### config.mk
export PLATFORM = sky130hd
export DESIGN_NAME = gen_sine_voice
export DESIGN_NICKNAME = d
export VERILOG_FILES = /design/src/rtl/gen_sine_voice.sv
export SDC_FILE = /design/constraint.sdc
export NUM_CORES = 1
export LEC_CHECK = 0
export ABC_AREA = 1
export BUFFER_PORTS_ARGS = -buffer_cell sky130_fd_sc_hd__buf_2
export CAP_MARGIN = 20
export CORE_ASPECT_RATIO = 0.7
export CORE_MARGIN = 1
export CORE_UTILIZATION = 25
export CTS_CLUSTER_DIAMETER = 60
export DETAILED_ROUTE_END_ITERATION = 8
export REMOVE_ABC_BUFFERS = 1
export SYNTH_ARGS = -nofsm -noshare
export SYNTH_HDL_FRONTEND = slang
export SYNTH_SLANG_ARGS = --single-unit
### constraint.sdc
create_clock -name clk -period 11.6 [get_ports clk]
set_input_delay 1.74 -clock clk [delete_from_list [all_inputs] [get_ports clk]]
set_output_delay 1.74 -clock clk [all_outputs]
set_load 0.005 [all_outputs]
### src/rtl/gen_sine_voice.sv
// gen_sine_voice: single-voice MIDI sine generator that computes its samples on the shared dual-lane DSP ALU.
// Optional macro GEN_SINE_REFINE_EN adds a refinement pass that turns the parabola into a near-exact sine.

`ifndef MIDI_CMD_SIZE
`define MIDI_CMD_SIZE 4
`endif
`ifndef MIDI_CMD_NOTE_ON
`define MIDI_CMD_NOTE_ON 4'h9
`endif
`ifndef MIDI_CMD_NOTE_OFF
`define MIDI_CMD_NOTE_OFF 4'h8
`endif

module gen_sine_voice #(
    parameter int MIDI_CH     = 0,
    parameter int SAMPLE_RATE = 48000
) (
    input  logic                      clk,
    input  logic                      reset,
    input  logic                      midi_rdy,
    input  logic [`MIDI_CMD_SIZE-1:0] midi_cmd,
    input  logic [3:0]                midi_ch_sysn,
    input  logic [6:0]                midi_data0,
    input  logic [6:0]                midi_data1,
    input  logic                      smp_trig,
    output logic                      smp_out_rdy,
    output logic signed [17:0]        smp_out_l,
    output logic signed [17:0]        smp_out_r,
    output logic                      alu_cycle,
    output logic                      alu_strobe,
    input  logic                      alu_ack,
    input  logic                      alu_stall,
    output logic [8:0]                alu_op,
    output logic signed [17:0]        alu_al,
    output logic signed [17:0]        alu_bl,
    output logic signed [47:0]        alu_cl,
    input  logic signed [47:0]        alu_pl,
    output logic signed [17:0]        alu_ar,
    output logic signed [17:0]        alu_br,
    output logic signed [47:0]        alu_cr,
    input  logic signed [47:0]        alu_pr
);

    localparam logic [8:0] OP_MUL     = 9'h001;
    localparam logic [8:0] OP_MUL_ADD = 9'h00D;

    // Phase increment for note 120+k; lower octaves are obtained by right shifts.
    function automatic logic [31:0] inc_calc(input int k);
        real freq;
        real scaled;
        freq   = 440.0 * (2.0 ** ((51.0 + real'(k)) / 12.0));
        scaled = freq * 4294967296.0 / real'(SAMPLE_RATE);
        return 32'(longint'($floor(scaled + 0.5)));
    endfunction

    localparam logic [31:0] INC_TAB [12] = '{
        inc_calc(0), inc_calc(1), inc_calc(2),  inc_calc(3),
        inc_calc(4), inc_calc(5), inc_calc(6),  inc_calc(7),
        inc_calc(8), inc_calc(9), inc_calc(10), inc_calc(11)
    };

    function automatic logic signed [17:0] sat18(input logic signed [47:0] v);
        if (v > 48'sd131071)
            return 18'sd131071;
        if (v < -48'sd131071)
            return -18'sd131071;
        return v[17:0];
    endfunction

    typedef enum logic [2:0] {
        IDLE,
        MUL1_REQ,
        MUL1_WAIT,
`ifdef GEN_SINE_REFINE_EN
        REF_REQ,
        REF_WAIT,
`endif
        MUL2_REQ,
        MUL2_WAIT,
        DONE
    } state_t;

    state_t state;
    state_t next_state;

    logic [31:0]        phase;
    logic [31:0]        inc;
    logic [6:0]         vel;
    logic [6:0]         note;
    logic [6:0]         vel_s;
    logic signed [17:0] x_reg;
    logic signed [17:0] y_l;
    logic signed [17:0] y_r;
    logic signed [17:0] res_l;
    logic signed [17:0] res_r;

    logic        midi_hit;
    logic        is_note_on;
    logic        is_note_off;
    logic [3:0]  semi;
    logic [3:0]  octave;
    logic [31:0] note_inc;

    assign midi_hit    = midi_rdy && (midi_ch_sysn == 4'(MIDI_CH));
    assign is_note_on  = (midi_cmd == `MIDI_CMD_NOTE_ON);
    assign is_note_off = (midi_cmd == `MIDI_CMD_NOTE_OFF);
    assign semi        = 4'(midi_data0 % 7'd12);
    assign octave      = 4'(midi_data0 / 7'd12);
    assign note_inc    = INC_TAB[semi] >> (4'd10 - octave);

    // Voice parameters follow MIDI; phase advances once per finished sample.
    always_ff @(posedge clk or posedge reset) begin
        if (reset) begin
            note  <= '0;
            vel   <= '0;
            inc   <= '0;
            phase <= '0;
        end else begin
            if (midi_hit && is_note_on && midi_data1 != 7'd0) begin
                note <= midi_data0;
                vel  <= midi_data1;
                inc  <= note_inc;
            end else if (midi_hit && (is_note_on || (is_note_off && midi_data0 == note))) begin
                vel <= '0;
            end
            if (state == DONE)
                phase <= phase + inc;
        end
    end

    // Parabola factor (1 - |x|), clamped because +1.0 is not representable in Q0.17.
    logic signed [18:0] x_ext;
    logic signed [18:0] x_abs;
    logic signed [18:0] b_full;
    logic signed [17:0] mul1_b;
    logic signed [17:0] mul2_b;

    assign x_ext  = {x_reg[17], x_reg};
    assign x_abs  = x_reg[17] ? -x_ext : x_ext;
    assign b_full = 19'sd131072 - x_abs;
    assign mul1_b = (b_full > 19'sd131071) ? 18'sd131071 : b_full[17:0];
    assign mul2_b = {1'b0, vel_s, 10'b0};

`ifdef GEN_SINE_REFINE_EN
    logic signed [18:0] y_ext;
    logic signed [18:0] y_abs;
    logic signed [18:0] y_dev;
    logic signed [37:0] ref_prod;
    logic signed [17:0] ref_b;

    assign y_ext    = {y_l[17], y_l};
    assign y_abs    = y_l[17] ? -y_ext : y_ext;
    assign y_dev    = y_abs - 19'sd131071;
    assign ref_prod = 38'(y_dev) * 38'sd29491;
    assign ref_b    = 18'(ref_prod >>> 17);
`endif

    always_ff @(posedge clk or posedge reset) begin
        if (reset)
            state <= IDLE;
        else
            state <= next_state;
    end

    always_comb begin
        next_state = state;
        alu_cycle  = 1'b0;
        alu_strobe = 1'b0;
        alu_op     = '0;
        alu_al     = '0;
        alu_bl     = '0;
        alu_cl     = '0;
        alu_ar     = '0;
        alu_br     = '0;
        alu_cr     = '0;
        case (state)
            IDLE: begin
                if (smp_trig)
                    next_state = MUL1_REQ;
            end
            MUL1_REQ: begin
                alu_cycle  = 1'b1;
                alu_strobe = 1'b1;
                alu_op     = OP_MUL;
                alu_al     = x_reg;
                alu_bl     = mul1_b;
                alu_ar     = x_reg;
                alu_br     = mul1_b;
                if (!alu_stall)
                    next_state = MUL1_WAIT;
            end
            MUL1_WAIT: begin
                alu_cycle = 1'b1;
                if (alu_ack)
`ifdef GEN_SINE_REFINE_EN
                    next_state = REF_REQ;
`else
                    next_state = MUL2_REQ;
`endif
            end
`ifdef GEN_SINE_REFINE_EN
            REF_REQ: begin
                alu_cycle  = 1'b1;
                alu_strobe = 1'b1;
                alu_op     = OP_MUL_ADD;
                alu_al     = y_l;
                alu_bl     = ref_b;
                alu_cl     = 48'(y_l) <<< 17;
                alu_ar     = y_r;
                alu_br     = ref_b;
                alu_cr     = 48'(y_r) <<< 17;
                if (!alu_stall)
                    next_state = REF_WAIT;
            end
            REF_WAIT: begin
                alu_cycle = 1'b1;
                if (alu_ack)
                    next_state = MUL2_REQ;
            end
`endif
            MUL2_REQ: begin
                alu_cycle  = 1'b1;
                alu_strobe = 1'b1;
                alu_op     = OP_MUL;
                alu_al     = y_l;
                alu_bl     = mul2_b;
                alu_ar     = y_r;
                alu_br     = mul2_b;
                if (!alu_stall)
                    next_state = MUL2_WAIT;
            end
            MUL2_WAIT: begin
                alu_cycle = 1'b1;
                if (alu_ack)
                    next_state = DONE;
            end
            DONE: begin
                next_state = IDLE;
            end
            default: begin
                next_state = IDLE;
            end
        endcase
    end

    // Velocity is frozen on entry to the scaling multiply so MIDI traffic only affects later samples.
    always_ff @(posedge clk or posedge reset) begin
        if (reset) begin
            x_reg       <= '0;
            y_l         <= '0;
            y_r         <= '0;
            vel_s       <= '0;
            res_l       <= '0;
            res_r       <= '0;
            smp_out_l   <= '0;
            smp_out_r   <= '0;
            smp_out_rdy <= 1'b0;
        end else begin
            smp_out_rdy <= (state == DONE);
            case (state)
                IDLE: begin
                    if (smp_trig)
                        x_reg <= phase[31:14];
                end
                MUL1_WAIT: begin
                    if (alu_ack) begin
                        y_l <= sat18(alu_pl >>> 15);
                        y_r <= sat18(alu_pr >>> 15);
`ifndef GEN_SINE_REFINE_EN
                        vel_s <= vel;
`endif
                    end
                end
`ifdef GEN_SINE_REFINE_EN
                REF_WAIT: begin
                    if (alu_ack) begin
                        y_l   <= sat18(alu_pl >>> 17);
                        y_r   <= sat18(alu_pr >>> 17);
                        vel_s <= vel;
                    end
                end
`endif
                MUL2_WAIT: begin
                    if (alu_ack) begin
                        res_l <= 18'(alu_pl >>> 17);
                        res_r <= 18'(alu_pr >>> 17);
                    end
                end
                DONE: begin
                    smp_out_l <= res_l;
                    smp_out_r <= res_r;
                end
                default: begin
                end
            endcase
        end
    end

endmodule

Word-level counts from Yosys, hierarchy flattened --
Memory sizes are Yosys's and may differ from the RTL's. Cells that the tools add are included. Widths: inputs -> output; s select.
Storage, ports and cells: flip-flop bits (word level) 215, latch bits 0, memory bits (writable) 0, bits in read-only memories 512, input port bits 124, output and inout bits 216, word-level logic and storage cells 98, memories kept 1
Cells by class: add/subtract/negate cells 4, multiply operators 0, div/mod/pow operators 2, $lt $le $gt $ge 6, eq/ne operators 13, shift-type cells 1, mux-type cells 40, bitwise gates (word level) 1, reductions and logical operators 16
Memories:
- (name not given) | words 16, bits a word 32, read ports 1, clocked after memory_dff 0, wr ports 0, RTL line 109 | assign note_inc = INC_TAB[semi] >> (4'd10 - octave);
Operator list (number):
- $mux 18 | 9
- $pmux 18 s2 | 3
- $gt 33x18->1 const B | 2
- $lt 33x18->1 const B | 2
- $mux 32 | 2
- $add 32x32->32 | 1
- $shr 32x4->32 | 1
- $gt 19x18->1 const B | 1
- $mux 19 | 1
- $neg 18->19 | 1
- $sub 19x19->19 const A | 1
- $mux 1 | 17
- $mux 3 | 5
- $pmux 3 s5 | 1
- $mux 7 | 2
- $ne 2x2->1 const B | 5
- $eq 4x4->1 const B | 2
- $div 7x4->7 const B | 1
- $eq 7x7->1 | 1
- $mod 7x4->7 const B | 1
- $reduce_bool 7->1 | 1
- $eq 3x2->1 const B | 2
- $eq 3x3->1 const B | 2
- $reduce_and 2->1 | 3
- 12 further kinds | 16

Depth between registers and ports, before layout --
depth after elaboration 9, gate-level depth with buffers 24, gate-level depth less buffers 22

Least setup slack after synthesis --
Ideal clock, no wire load.
path type register -> output, from register x_reg[0], to output port alu_br[8], data arrival time 2.649 ns, required time 9.860 ns, slack 7.211 ns, cell stages (with the launch flop) 23, buffers on the path 2, path through dfrtp_1 inv_1 ha_1 nand2_2 nor2_1 nand3_2 nand2_2 nand2_1 nand2_2 nand2_4 nor2_8 nand2_2 nand2_1 nand2_1 nor3_1 nand2_1 nor2_1 nand2_1 nand2_2 nand2_4 buf_8 a21oi_1 buf_4
Between the ends: cells in the longest elaborated chain, start to end 6
Ends and longest elaborated chain:
- from (decl) | RTL line 91 | logic signed [17:0] x_reg;
- from (signal assigned) | RTL line 263 | x_reg <= phase[31:14];
- $neg 18->19 | RTL line 139 | assign x_abs = x_reg[17] ? -x_ext : x_ext;
- $mux 19 (*) | RTL line 139
- $sub 19x19->19 (*) | RTL line 140 | assign b_full = 19'sd131072 - x_abs;
- $gt 19x18->1 | RTL line 141 | assign mul1_b = (b_full > 19'sd131071) ? 18'sd131071 : b_full[17:0];
- $mux 18 (*) | RTL line 141
- $pmux 18 s2 (*)
- to (decl) | RTL line 39 | output logic signed [17:0] alu_br,
Every way passes the cells marked *; elsewhere a longest branch is shown, timed or not.

Worst setup path in the final report --
from register x_reg[1], to output port alu_bl[7]
Between the ends: cells in the longest elaborated chain, start to end 6
Ends and longest elaborated chain:
- $neg 18->19 | RTL line 139
- $mux 19 (*) | RTL line 139
- $sub 19x19->19 (*) | RTL line 140
- $gt 19x18->1 | RTL line 141
- $mux 18 (*) | RTL line 141
- $pmux 18 s2 (*) | RTL line 176 | case (state)
- to (decl) | RTL line 35 | output logic signed [17:0] alu_bl,
Marks and branches as above.

==> out/metrics.csv <==
metric,value,unit
outcome,completed,
clkTransAtPathRegs,0.06,ns
via_per_inst,4.63,
area_growth,14.7,%
drive_gt1_share,18.3,%
fin_crit_sh,47.2,%
min_path_type,register to register,
totalWireLength,42.2,mm
met2_usage,18.7,%
clock_skew,0.0118,ns
fin_nets,2246,
grt.busiest_layer,met1,
p_int,0.00216,W
vias,13200,
antenna_found_initial,0,
critPathMaxFanout,18,
regMostFlops,phase,
post_synth_num_cell_types,55,
async_reset_ff_share,100,%
syn_avg_cell_area,7.49,µm²
syn_area,14400,µm²
clockBufferDepth,3,
critPathKind,register to primary output,
largest_reg_flops,32,
grt-ovfl-total,0,
num_rows,73,
p_leak,8.52,nW
grt_pass1_vias,11700,
ant_nets,0,
design.core.area,56900,µm²
combPwrFrac,48.4,%
total_power,0.00382,W
grt_pass1_wl,65.6,mm
clk_latency,0.55,ns
wl_per_cell,14.8,µm
fin_crit,5.47,ns
worstPathRequired,9.86,ns
port_buffers,205,
io-pin-count,340,
cts.sinks,214,
setup_tns,0,ns
drc,0,
start_util,25.4,%
clock.fmax,183,MHz
hold_violations,0,
clock_power_share,21.2,%
post_cts_resized,0,
root_buffer,clkbuf_16,
htree_levels,1,
drt_iter0_drc,1319,
globalRouteMet3Util,2.20,%
drv_slew,0,
grt_max_degree,145,
worstPathArrival,3.73,ns
synth-edff-count,0,
globalRouteMet1Util,22.7,%
rsz0062_at_grt,false,
setup_viol,0,
largestRegisters,"phase x32, inc x31",
ir_drop,0.106,mV
drv_cap,0,
cp-end-kind,primary output,
p_per_area,231,nW/µm²
yosysSeqAreaShare,37.1,%
relSlewSlack,36.6,%
gp_congestion,0.879,
antenna_cells,0,
setup.worst_path.start_class,register,
numCtsBuffers,23,
timing.hold.ws,0.465,ns
ys_ff_latch,214,
worst_slew_pin_slew,0.950,ns
die_w,289,µm
synthCells,1928,
yosysWarnings,0,
swShare,43.5,%
cts_setup_buffers,0,
dr.pass1.iters,5,
dieArea,58700,µm²
ctsHoldBuffers,0,
cts_tree,built,
seqPwrFrac,30.4,%
gr-usage-all-layers,13.9,%
die_y,203,µm
synthFlopType,dfrtp_1,
power_switching,0.00166,W
hpwl,31.6,mm
stage by stage:
step | area, µm² | setup WS [ns] | util, % | instances
after CTS | 16500 | 6.08 | 29.0 | 2848
after floorplan | 13600 | 4.01 | - | 1834
after global routing | 16600 | 5.75 | 29.1 | 2850
after global placement | 15700 | 6.18 | 27.6 | 2806
after detailed placement | 15700 | 6.21 | 27.6 | 2806
final | 16600 | 6.13 | 29.1 | 2850
metal layers:
layer	share of wire, %	routed length [µm]
met2	39	16600
met4	1.4	577
met5	0	0
met1	53	22300
met3	6.5	2740
final timing paths:
check,slack (ns),from,to,cells after the start
worst max register to register,8.67,state[1],y_r[12],10
min in group asynchronous,1.21,reset,smp_out_rdy,2
worst max-delay path,6.13,x_reg[1],alu_bl[7],21
worst min register to register,0.47,phase[31],phase[31],1
max in group asynchronous,8.61,reset,state[1],4
worst min-delay path,0.47,phase[31],phase[31],1
cells in the mapped netlist (34+ instances only):
cell type    n  area, µm²
nor2_1      63        236
dfrtp_1    214       5360
buf_4      127        953
mux2_2      34        383
ha_1        38        475
inv_1      145        544
nand3_1    263       1320
o22ai_1     43        269
clkbuf_1    56        210
a21oi_1     61        305
nand2_1    505       1900
o21ai_0    100        500
cell usage in the layout, fill, tap and decap left out, types with 23 or more instances in the layout:
cell / instances
a21oi_1: 61
a22oi_1: 33
buf_2: 205
clkbuf_16: 23
conb_1: 104
dfrtp_1: 214
ha_1: 38
inv_1: 144
mux2_2: 34
nand2_1: 503
nand2_2: 23
nand3_1: 262
nand4_1: 29
nor2_1: 63
nor4_1: 26
o21ai_0: 100
o22ai_1: 43
xor2_1: 23
cells by family (layout without fill, tap and decap cells):
group,count (synthesis),count (layout),share of synthesized area [%]
mux,34,34,2.65
simple gates,970,970,30.5
fa+ha+maj,39,39,3.43
compound gates,281,281,11.6
xor+xnor,31,31,1.88
flops,214,214,37.1
buf+inv,358,427,12.9
other cells,1,104,0.0260
final cells by class:
type	instances	area [µm²]
clock buffers	32	639
clock inverters	10	179
fillers	6229	40300
inverters	161	614
multi-input cells	1459	7640
flip-flops and latches	214	5360
well taps	750	938
repair buffers	224	1200
worst max-delay path, cell delays in order, from the launching register on:
cell     delay (ns)
dfrtp_1        0.39
inv_1          0.29
ha_1           0.33
nand2_2        0.10
nor2_1         0.14
nand3_2        0.11
nand2_2        0.11
nand2_1        0.05
nand2_1        0.06
nand2_2        0.09
nor2_2         0.17
inv_1          0.09
nor2_4         0.10
nand3_2        0.10
o21ai_2        0.14
nand3_1        0.08
nor2_1         0.11
nand2_1        0.07
nand2_2        0.07
nand2_4        0.15
a21oi_1        0.24
buf_2          0.15
power by group through the flow:
stage                     logic, W  registers, W  clock network, W
final                      0.00185       0.00116          0.000811
after global placement     0.00182       0.00116                 0
after global routing       0.00209       0.00119          0.000866
after detailed placement   0.00183       0.00117                 0
after floorplan            0.00124       0.00115                 0
after CTS                  0.00184       0.00116          0.000833
Power figures use the tool's default switching activity.
